<file path="config.mk">
export PLATFORM = sky130hd
export DESIGN_NAME = shift
export DESIGN_NICKNAME = d
export VERILOG_FILES = /design/src/rtl/shift.sv
export SDC_FILE = /design/constraint.sdc
export NUM_CORES = 1
export LEC_CHECK = 0
export ABC_AREA = 1
export CAP_MARGIN = 10
export CORE_AREA = 4 4 41 43
export CTS_CLUSTER_DIAMETER = 60
export DETAILED_ROUTE_END_ITERATION = 8
export DIE_AREA = 0 0 45 47
export PLACE_DENSITY_LB_ADDON = 0.1
export SLEW_MARGIN = 15
export SYNTH_ARGS = -nofsm -noshare
export SYNTH_HDL_FRONTEND = slang
export SYNTH_SLANG_ARGS = --single-unit
</file>
<file path="constraint.sdc">
create_clock -name clk -period 0.8 [get_ports clk]
set_input_delay 0.08 -clock clk [delete_from_list [all_inputs] [get_ports clk]]
set_output_delay 0.08 -clock clk [all_outputs]
set_load 0.05 [all_outputs]
</file>
<file path="src/rtl/shift.sv">
// Parameterised shift register: one-cycle parallel load, then one step per clock.
// Define SHIFT_ROTATE_EN to rotate; leave it undefined for a zero-fill logical shift.
module shift #(
   parameter int WIDTH = 4,
   parameter int DIR   = 0
) (
   input  logic             clk,
   input  logic             rst,
   input  logic [WIDTH-1:0] val,
   input  logic             en,
   output logic [WIDTH-1:0] out
);

   logic [WIDTH-1:0] q;
   logic [WIDTH-1:0] q_step;
   logic             fill_lsb;
   logic             fill_msb;

`ifdef SHIFT_ROTATE_EN
   // The bit leaving one end re-enters at the other.
   assign fill_lsb = q[WIDTH-1];
   assign fill_msb = q[0];
`else
   assign fill_lsb = 1'b0;
   assign fill_msb = 1'b0;
`endif

   always_comb begin
      q_step = q;
      if (DIR == 0) begin
         q_step = {q[WIDTH-2:0], fill_lsb};
      end else begin
         q_step = {fill_msb, q[WIDTH-1:1]};
      end
   end

   // No hold state: without rst or en the register always steps.
   always_ff @(posedge clk) begin
      if (rst) begin
         q <= '0;
      end else if (en) begin
         q <= val;
      end else begin
         q <= q_step;
      end
   end

   assign out = q;

endmodule

</file>
Yosys cells after proc, flatten, opt, wreduce, memory -nomap -nowiden
Index checks and enable logic that the tools add are counted.

storage, ports and cells
  flip-flop bits (word level) = 4
  output and inout port bits = 4
  logic and storage cells = 5

operators by class
  muxes and demuxes = 1
  bitwise gates (word level) = 1
  reductions and logical operators = 1

operator list
  cell              number
  $mux W4           1
  $reduce_or A2 Y1  1
  $not A1 Y1        1

Longest topological paths before layout
  depth after elaboration = 2
  mapped depth = 4
  depth with buffers taken out = 4

Least setup slack after synthesis
OpenSTA, ideal clock, no wires.

  path type = register to register
  start point = register q[0] (netlist: out[0])
  end point = register q[1] (netlist: out[1])
  data arrival time = 0.794 ns
  required time = 0.736 ns
  path slack = -0.058 ns
  cell stages (with the launch flop) = 3
  buffers on the path = 0
  path through = dfxtp_1 > nor2_1 > nor2_1

on the way
  longest elaborated chain between the ends = 1

ends and longest elaborated chain
  item                    RTL line  text
  from (decl)             14        logic [WIDTH-1:0] q;
  from (signal assigned)  42        q <= val;
  from (signal assigned)  44        q <= q_step;
  $mux W4                 41        end else if (en) begin

No other way between the ends.
A chain may end at the register's enable or synchronous reset.

Final worst setup path
  start point = register q[1] (netlist: out[1])
  end point = output out[1]

RTL lines
  item       RTL line  text
  to (decl)  11        output logic [WIDTH-1:0] out

No word-level cell between the ends.

==> results.tsv <==
metric	value	unit
firstDrtPassIters	1	
grt_pass1_wl	572	µm
final_cells	50	
required	0.72	ns
end_kind	output port	
cp_cell_sequence	buf_12	
die_w	45	µm
place_congestion	0.6099	
cts_max_level	1	
outcome	completed	
setup_slack	0.004307	ns
yosysWarnings	0	
crit_cells	1	
start_util	11.35	%
cp-start-kind	flop	
yosys.area.top_type	dfxtp_1	
drt_iter0_markers	0	
cp_max_fo	2	
cts_tree	yes	
synth_edf_count	0	
clockBufferDepth	2	
grt_setup_unrepaired	yes	
synth_top_area_share	54.24	%
yosys_most_used_dff	dfxtp_1	
setup-tns-final	0	ns
critPathMaxStageDelay	0.34	ns
wl_per_cell	7.460	µm
num_vias	167	
post_cts_buffers	0	
yosys_register_bits	4	
fmax	1257	MHz
port_buffers	10	
synthTopCellsByArea	dfxtp_1 54%, nand2_1 18%, nor2_1 18%	
numCtsBuffers	3	
grt_max_degree	8	
drive_gt1_share	31.43	%
fin_worst_skew	0.002094	ns
max_cap_viol_count	0	
pre_cts_ws	-0.1768	ns
power.leakage	0.1602	nW
dieArea	0.002115	mm²
path_class	flop to output port	
crit_path_end	out[1]	
hold_path_class	primary input to flop	
design.core.area	0.001301	mm²
ant_nets	0	
ir_drop	0.0007092	V
synthArstFlopShare	0	%
clock_sinks	4	
rrSetupSlack	0.21	ns
largest_register_ffs	4	
cts_hold_buf	0	
routed_via_density	3.340	
rr_startpoint	out[0]	
synth_area	147.6	µm²
die_h	47	µm
r2r_end	out[1]	
cp_num_buf_inv	1	
slew_viol_final	0	
first_global_vias	159	
crit_slowest_cell	dfxtp_4	
worst_r2r_path_depth	2	
grt_usage	4.660	%
worst_slew_pin_slew	0.2372	ns
clk_pin_slew_worst_paths	0.03	ns
startpoint	out[1]	
cp.arrival	0.72	ns
finalCritPeriodShare	99.46	%
slew_headroom	84.14	%
insertion_delay	0.23	ns
placementRows	13	
place_inst	47	
hold_viol_final	0	
io_pins	11	
drc	0	
antenna_found_initial	0	
synthToLayoutAreaGrowth	128.0	%
critPathTopFamily	flip-flops	
syn_inst	22	
dp_hpwl	311.7	µm
setup_violations	0	
synth_common_cells	7 x nand2_1, 7 x nor2_1, 4 x dfxtp_1, 4 x inv_1	
gr-total-overflow	0	
synth_cell_type_count	4	
synthesis.nets	29	
final_nets	44	
diodes	0	
synth_seq_area_share	54.24	%
cts_root_buffer	clkbuf_4	
power_density	1835	mW/mm²
min_period	0.7957	ns
drt-total-wl	373	µm
syn_avg_cell_area	6.711	µm²
==> per-layer routing <==
layer	track usage, %	routed length (µm)	part of all wire (%)
met5	0	0	0
met3	6.897	86	23
met4	3.509	0	0
met2	6.497	162	43
met1	2.727	124	33
==> through the flow <==
| stage | util, % | instance area (µm²) | hold WS [ns] | total power [mW] |
|---|---|---|---|---|
| 6_report | 25.87 | 336.6 | 0.3757 | 0.6175 |
| 3_5_place_dp | 23.85 | 310.3 | 0.4860 | 0.3785 |
| 5_1_grt | 25.87 | 336.6 | 0.3907 | 0.6558 |
| 3_3_place_gp | 23.85 | 310.3 | 0.4920 | 0.3787 |
| 4_1_cts | 25.67 | 334.1 | 0.3664 | 0.6387 |
| 2_1_floorplan | - | 151.4 | 0.1441 | 0.2860 |
==> how the worst min path moves through the flow <==
stage                start      to  slack, ns  cells past startpoint
floorplan              rst  out[0]       0.14                      1
global placement    out[2]  out[3]       0.49                      2
detailed placement  out[1]  out[2]       0.49                      2
CTS                 val[0]  out[0]       0.37                      3
global route        val[0]  out[0]       0.39                      3
finish              val[0]  out[0]       0.38                      3
==> kinds of logic after synthesis <==
logic type,after synthesis,synth area share (%)
buffers and inverters,4,10.17
AND/OR/NAND/NOR,14,35.60
flip-flops,4,54.24
==> final cells by class <==
| class | instances | area, µm² |
|---|---|---|
| clock buffer | 3 | 22.52 |
| fill | 161 | 964.7 |
| inverter | 4 | 15.01 |
| multi-input combinational | 14 | 52.55 |
| sequential | 4 | 87.58 |
| tap | 15 | 18.77 |
| timing repair buffer | 10 | 140.1 |
==> placed cells by master, fill, tap and decap left out <==
cell | netlist | final
clkbuf_4 | 0 | 3
clkdlybuf4s50_1 | 0 | 6
inv_1 | 4 | 4
nor2_1 | 7 | 7
nand2_1 | 7 | 7
buf_12 | 0 | 4
dfxtp_4 | 0 | 1
dfxtp_2 | 0 | 3
==> report_power, final <==
group          switching, mW  internal, mW
clock network         0.0773         0.167
registers             0.0115         0.214
logic                 0.0677        0.0796
==> timing repair <==
action,CTS,global route
cloned,0,0
resized for setup,1,1
pin swaps,0,0
hold endpoints to repair,0,0
setup endpoints to repair,4,3
No activity file was read; power rests on OpenSTA's default activity.
